===== src/rtl/r5p_gpr_mp.sv =====
// Multi-port GPR file with per-register pending-write counters.
// Locks raise a register's count, writebacks retire it; reads flag hazards.
module r5p_gpr_mp #(
  parameter int   AW   = 5,
  parameter int   XLEN = 32,
  parameter int   NR   = 2,
  parameter int   NW   = 1,
  parameter int   NL   = 1,
  parameter int   CW   = 2,
  parameter logic WBYP = 1'b1
) (
  input  logic               clk,
  input  logic               rst,
  input  logic [NR-1:0]      r_e,
  input  logic [NR*AW-1:0]   r_a,
  output logic [NR*XLEN-1:0] r_d,
  output logic [NR-1:0]      r_busy,
  input  logic [NW-1:0]      w_e,
  input  logic [NW*AW-1:0]   w_a,
  input  logic [NW*XLEN-1:0] w_d,
  input  logic [NL-1:0]      l_e,
  input  logic [NL*AW-1:0]   l_a,
  output logic [NL-1:0]      l_rdy,
  output logic               err
);

  localparam int NREG = 2**AW;
  localparam int SW   = CW + 3;
  localparam logic [SW-1:0] CMAX = SW'((2**CW) - 1);

  logic [XLEN-1:0] gpr     [NREG];
  logic [CW-1:0]   cnt     [NREG];
  logic [CW-1:0]   cnt_nxt [NREG];
  logic [NREG-1:0] uflow;
  logic [NL-1:0]   rdy;

  // lower-index accepted locks to the same address count against the limit
  always_comb begin
    logic [SW-1:0] acc;
    rdy = '0;
    acc = '0;
    for (int j = 0; j < NL; j++) begin
      acc = SW'(cnt[l_a[j*AW+:AW]]);
      for (int k = 0; k < j; k++) begin
        if (l_e[k] && rdy[k] &&
            l_a[k*AW+:AW] == l_a[j*AW+:AW])
          acc = acc + SW'(1);
      end
      rdy[j] = (l_a[j*AW+:AW] == '0) || (acc < CMAX);
    end
  end

  assign l_rdy = rdy;

  always_comb begin
    logic [SW-1:0] inc;
    logic [SW-1:0] dec;
    logic [SW-1:0] sum;
    uflow = '0;
    inc   = '0;
    dec   = '0;
    sum   = '0;
    for (int r = 0; r < NREG; r++) begin
      inc = '0;
      dec = '0;
      for (int j = 0; j < NL; j++)
        if (l_e[j] && rdy[j] && l_a[j*AW+:AW] == AW'(r))
          inc = inc + SW'(1);
      for (int i = 0; i < NW; i++)
        if (w_e[i] && w_a[i*AW+:AW] == AW'(r))
          dec = dec + SW'(1);
      sum = SW'(cnt[r]) + inc;
      if (r == 0) begin
        cnt_nxt[r] = '0;
      end else if (sum < dec) begin
        cnt_nxt[r] = '0;
        uflow[r]   = 1'b1;
      end else begin
        cnt_nxt[r] = CW'(sum - dec);
      end
    end
  end

  always_ff @(posedge clk or negedge rst) begin
    if (!rst) begin
      for (int r = 0; r < NREG; r++) begin
        gpr[r] <= '0;
        cnt[r] <= '0;
      end
      err <= 1'b0;
    end else begin
      for (int r = 1; r < NREG; r++) begin
        for (int i = 0; i < NW; i++)
          if (w_e[i] && w_a[i*AW+:AW] == AW'(r))
            gpr[r] <= w_d[i*XLEN+:XLEN];
        cnt[r] <= cnt_nxt[r];
      end
      err <= err | (|uflow);
    end
  end

  always_comb begin
    logic [AW-1:0]   a;
    logic [XLEN-1:0] d;
    logic [SW-1:0]   wn;
    logic [SW-1:0]   ec;
    r_d    = '0;
    r_busy = '0;
    a      = '0;
    d      = '0;
    wn     = '0;
    ec     = '0;
    for (int i = 0; i < NR; i++) begin
      a  = r_a[i*AW+:AW];
      d  = gpr[a];
      wn = '0;
      for (int k = 0; k < NW; k++) begin
        if (WBYP && w_e[k] && w_a[k*AW+:AW] == a) begin
          d  = w_d[k*XLEN+:XLEN];
          wn = wn + SW'(1);
        end
      end
      ec = SW'(cnt[a]);
      ec = (ec > wn) ? ec - wn : '0;
      if (a == '0) d = '0;
      r_d[i*XLEN+:XLEN] = d;
      r_busy[i] = r_e[i] && (a != '0) && (ec != '0);
    end
  end

endmodule


===== config.mk =====
export PLATFORM = sky130hd
export DESIGN_NAME = r5p_gpr_mp
export DESIGN_NICKNAME = d
export VERILOG_FILES = /design/src/rtl/r5p_gpr_mp.sv
export SDC_FILE = /design/constraint.sdc
export NUM_CORES = 2
export LEC_CHECK = 0
export CAP_MARGIN = 20
export CORE_UTILIZATION = 45
export DETAILED_ROUTE_END_ITERATION = 8
export SKIP_CTS_REPAIR_TIMING = 1
export SYNTH_ARGS = -nofsm -noshare
export SYNTH_HDL_FRONTEND = slang
export SYNTH_SLANG_ARGS = --single-unit

===== constraint.sdc =====
create_clock -name clk -period 3.8 [get_ports clk]
set_input_delay 0.76 -clock clk [delete_from_list [all_inputs] [get_ports clk]]
set_output_delay 0.76 -clock clk [all_outputs]
set_load 0.01 [all_outputs]

## After elaboration in Yosys (flattened, before gate mapping)

Index checks and enable logic that the tools add are counted.
Widths: inputs -> output; s select.

| operators by class | value |
|---|---|
| $add $sub $neg | 64 |
| magnitude comparators | 37 |
| equal/unequal tests | 64 |
| mux-type cells | 147 |
| bitwise gates (word level) | 4 |
| reduce and logical (&&, ||, !) cells | 78 |

Operator list:

| cell | number |
|---|---|
| $bmux 32 s5 | 2 |
| $mux 32 | 8 |
| $eq 5x5->1 const B | 32 |
| $mux 1 | 95 |
| $add 2x1->3 | 31 |
| $lt 3x1->1 | 31 |
| $eq 5x4->1 const B | 16 |
| $mux 2 | 37 |
| $logic_and 1x1->1 | 69 |
| $sub 2x2->2 | 31 |
| $eq 5x3->1 const B | 8 |
| $reduce_or 31->1 | 1 |
| $bmux 2 s5 | 3 |
| $eq 5x2->1 const B | 4 |
| $reduce_bool 5->1 | 4 |
| $ge 6x6->1 const B | 3 |
| $not 5->6 | 3 |
| $logic_not 5->1 | 3 |
| $eq 5x1->1 const B | 2 |
| $eq 5x5->1 | 2 |
| $mux 5 | 2 |
| $gt 2x5->1 | 1 |
| $sub 2x5->5 | 1 |
| $sub 2x1->3 | 1 |
| other kinds (4) | 4 |

| storage, ports and cells | value |
|---|---|
| register bits | 1,055 |
| input bits | 58 |
| output and inout port bits | 68 |

## Longest topological paths before layout

| logic depth | value |
|---|---|
| depth after elaboration | 14 |
| gate-level depth with buffers | 14 |
| depth with buffers taken out | 12 |

## Worst setup path before layout

Ideal clock, no wire load.

| timing | value |
|---|---|
| kind | input port to output port |
| start point | input port r_a[5] |
| end point | output port r_busy[1] |
| data arrival time | 3.703 ns |
| slack | -0.663 ns |
| cell stages on the path | 10 |
| buffers on the path | 3 |
| cell sequence | buf_2 > buf_4 > buf_2 > mux4_2 > mux4_2 > mux2i_1 > ha_1 > ha_1 > nand4b_1 > a2111oi_0 |

| on the way | value |
|---|---|
| cells in the longest elaborated chain, start to end | 8 |

Ends and longest elaborated chain:

| item | RTL line | RTL |
|---|---|---|
| start, declared | 15 | `input logic [NR*AW-1:0] r_a,` |
| $not 5->6 (implied by the code) | 123 | `ec = SW'(cnt[a]);` |
| $bmux 2 s5 | 123 |  |
| $mux 2 (implied by the code) (2 in a row) | 123 |  |
| $sub 2x5->5 or $gt 2x5->1 (tied branches) | 124 | `ec = (ec > wn) ? ec - wn : '0;` |
| $mux 5 | 124 |  |
| $reduce_bool 5->1 | 127 | `r_busy[i] = r_e[i] && (a != '0) && (ec != '0);` |
| $logic_and 1x1->1 * | 127 |  |
| end, declared | 17 | `output logic [NR-1:0] r_busy,` |

Every way passes the cells marked *; elsewhere a longest branch is shown, timed or not. The select of a mux whose other input is x is not followed.

## Worst setup path in the final report

| timing | value |
|---|---|
| start point | register cnt[40] (netlist bit) |
| end point | output port r_busy[0] |

| on the way | value |
|---|---|
| cells in the longest elaborated chain, start to end | 7 |

Ends and longest elaborated chain:

| item | RTL line | RTL |
|---|---|---|
| start, declared | 32 | `logic [CW-1:0] cnt [NREG];` |
| start signal, assigned by index | 96 | `cnt[r] <= cnt_nxt[r];` |
| $bmux 2 s5 * | 123 |  |
| $mux 2 (implied by the code) * (2 in a row) | 123 |  |
| $sub 2x1->3 or $gt 2x1->1 (tied branches) | 124 |  |
| $mux 5 * | 124 |  |
| $reduce_bool 5->1 * | 127 |  |
| $logic_and 1x1->1 * | 127 |  |

Marked as above.

==> out/metrics.cfg <==
[floorplanning]
die_area_mm2=0.132
coreArea_mm2=0.129
fp.dieW_um=363
start_util_pct=45.4
row_count=132
ios=126
die_y_um=363

[sta]
worst_pin_slew_ps=1050
hold_ws_ps=481
finalMaxSlewViolations=0
worst_slack_ps=-482
finalHoldViolations=0
clock_skew_ps=26.7
fin_crit_ps=4280
rsz0062_at_grt=true
timing.fmax_mhz=234
slew_headroom_pct=29.8
tns_ps=-2420
period_share_pct=113
report.final.setup_viol=16

[global_route]
grt.total_usage_pct=29.5
grt_max_degree=145
grt_pass1_vias=41100
overflow=0
gr-max-usage-layer=met2
use_met1_pct=41.1
grt_pass1_wl_um=284000
use_met3_pct=4.98
met2_usage_pct=46.5
antenna_found_initial=5

[clocking]
cts_max_path_buffers=3
clkTransAtPathRegs_ps=60
insertion_delay_ps=760
clock-root-buffer=clkbuf_16
cts_sinks=1055
cts_tree=done
cts_buffers=115
h-tree-depth=3

[worst_setup_path]
cp_data_arrival_time_ps=3520
endpoint_kind=output pin
cp_max_fo=3
start_kind=register
crit_type=reg -> out
crit_required_ps=3040

[yosys]
yosysTopAreaCellShare_pct=44.9
synth_top_family_by_area=multiplexers
ys_async_sr_fraction_pct=100
yosysMostFrequentCell=mux2_2
ys_ff_latch=1055
synth_top_flop_cell=dfrtp_1
avgSynthCellArea_um2=14.2
synthTopCellsByArea=dfrtp_1 45%, mux2_2 21%, mux4_2 20%
synth_adder_area_share_pct=2.06
synth_cells=4131
synth_edf_count=0
synth-xor-area-share_pct=0.149
yosysWarnings=34
synth_compound_gate_area_share_pct=4.28
yosys.area_share.simple_pct=4.16
yosys-top-cells-count=1,076 x mux2_2, 1,055 x dfrtp_1, 510 x mux4_2
synth_area_mm2=0.0588
syn_nets=4286
synth_mux_area_share_pct=40.6
yosysUniqueCellTypes=54
yosys.area.top_type=dfrtp_1
yosysSeqAreaShare_pct=44.9

[finish]
drive_above_1_share_pct=54.4
area_growth_pct=22.4
nets=4725
fillers=10600
multiInputGateArea_mm2=0.0308
ff_latch_area_mm2=0.0264
final_cells=6408
final_area_mm2=0.0720

[power_and_ir_drop]
p_leak_nw=32.0
power.density_mw_per_mm2=511
ir_drop_uv=400

[job]
maxCapViolations=0

[route]
final_antenna_net_count=0
wl_um=202000
post_drt_wl_per_cell_um=31.6
drc=0
first_iter_violations=4036
via_per_inst=6.41
drt_pass1_iterations=5
vias=41100

[placed_design]
preCtsSetupSlack_ps=-1200
place.port_buffers=125
gp_congestion=0.895
dp_hpwl_um=116000
dpl-instance-area_mm2=0.0653
dpl.cell_count=6034

[status]
status=complete, but fails checks
violations=negative setup slack

[min_path]
min_path_type=in -> async

## cell families (layout without fill, tap and decap cells)
| logic type | after synthesis | after routing |
|---|---|---|
| simple gates | 502 | 502 |
| xor+xnor | 10 | 10 |
| mux | 1613 | 1613 |
| buf+inv | 540 | 1073 |
| compound gates | 314 | 314 |
| fa+ha+maj | 97 | 97 |
| flops | 1055 | 1055 |
| other cells | 0 | 2 |
## worst max-delay path, cell delays in order, from the launching register on
cell       delay (ps)
dfrtp_1           440
mux4_2            500
mux4_2            480
mux2i_1           170
ha_2              210
ha_4              190
o21bai_4          170
a2111oi_4         390
buf_2             210
## per-layer routing
metal	vias to the layer above	part of all wire (%)
li1	16900	-
met5	-	0
met3	422	8.0
met4	0	4.2
met2	1814	47
met1	22000	41
## area by class of cell
cell class | instances | share of cell area, %
Multi-Input combinational cell | 2536 | 42.8
Sequential cell | 1055 | 36.7
Timing Repair Buffer | 747 | 11.5
Clock buffer | 171 | 4.70
Tap cell | 1742 | 3.03
Clock inverter | 40 | 0.676
Inverter | 115 | 0.610
Antenna cell | 2 | 0.00695
## cells in the final DEF (no fill, tap or decap), drive strengths merged, types with 47 or more instances in the layout
| master | n |
|---|---|
| buf | 610 |
| ha | 97 |
| dfrtp | 1055 |
| a221oi | 67 |
| nor3 | 103 |
| clkbuf | 219 |
| dlymetal6s2s | 47 |
| inv | 116 |
| mux2 | 1077 |
| nor2 | 183 |
| o22ai | 61 |
| mux4 | 510 |
| a221o | 64 |
## path summary, 6_finish.rpt
path / startpoint / endpoint / slack (ps) / cells past startpoint
worst max-delay path: cnt[40] / r_busy[0] / -480 / 8
worst max register to register: cnt[18] / err / 210 / 14
min in group clk: gpr[818] / gpr[818] / 520 / 1
worst min-delay path: rst / cnt[40] / 480 / 2
max in group asynchronous: rst / gpr[757] / 2120 / 4
worst min register to register: gpr[818] / gpr[818] / 520 / 1
## sequential cells by signal, summed over array words and instances (netlist names)
| signal | cells |
|---|---|
| cnt | 62 |
| err | 1 |
| gpr | 992 |
## per-stage QoR
step | utilization [%] | power [W]
final | 55.6 | 0.0368
after global routing | 55.6 | 0.0384
after CTS | 53.4 | 0.0365
after detailed placement | 50.4 | 0.0249
after global placement | 50.4 | 0.0246
after floorplan | - | 0.0214
## where the power goes
group	internal, W	switching (W)	leakage [nW]
clock	0.00673	0.00485	1.90
combinational	0.00584	0.00374	16.7
sequential	0.0137	0.00195	13.4
(Power assumes the default switching activity.)
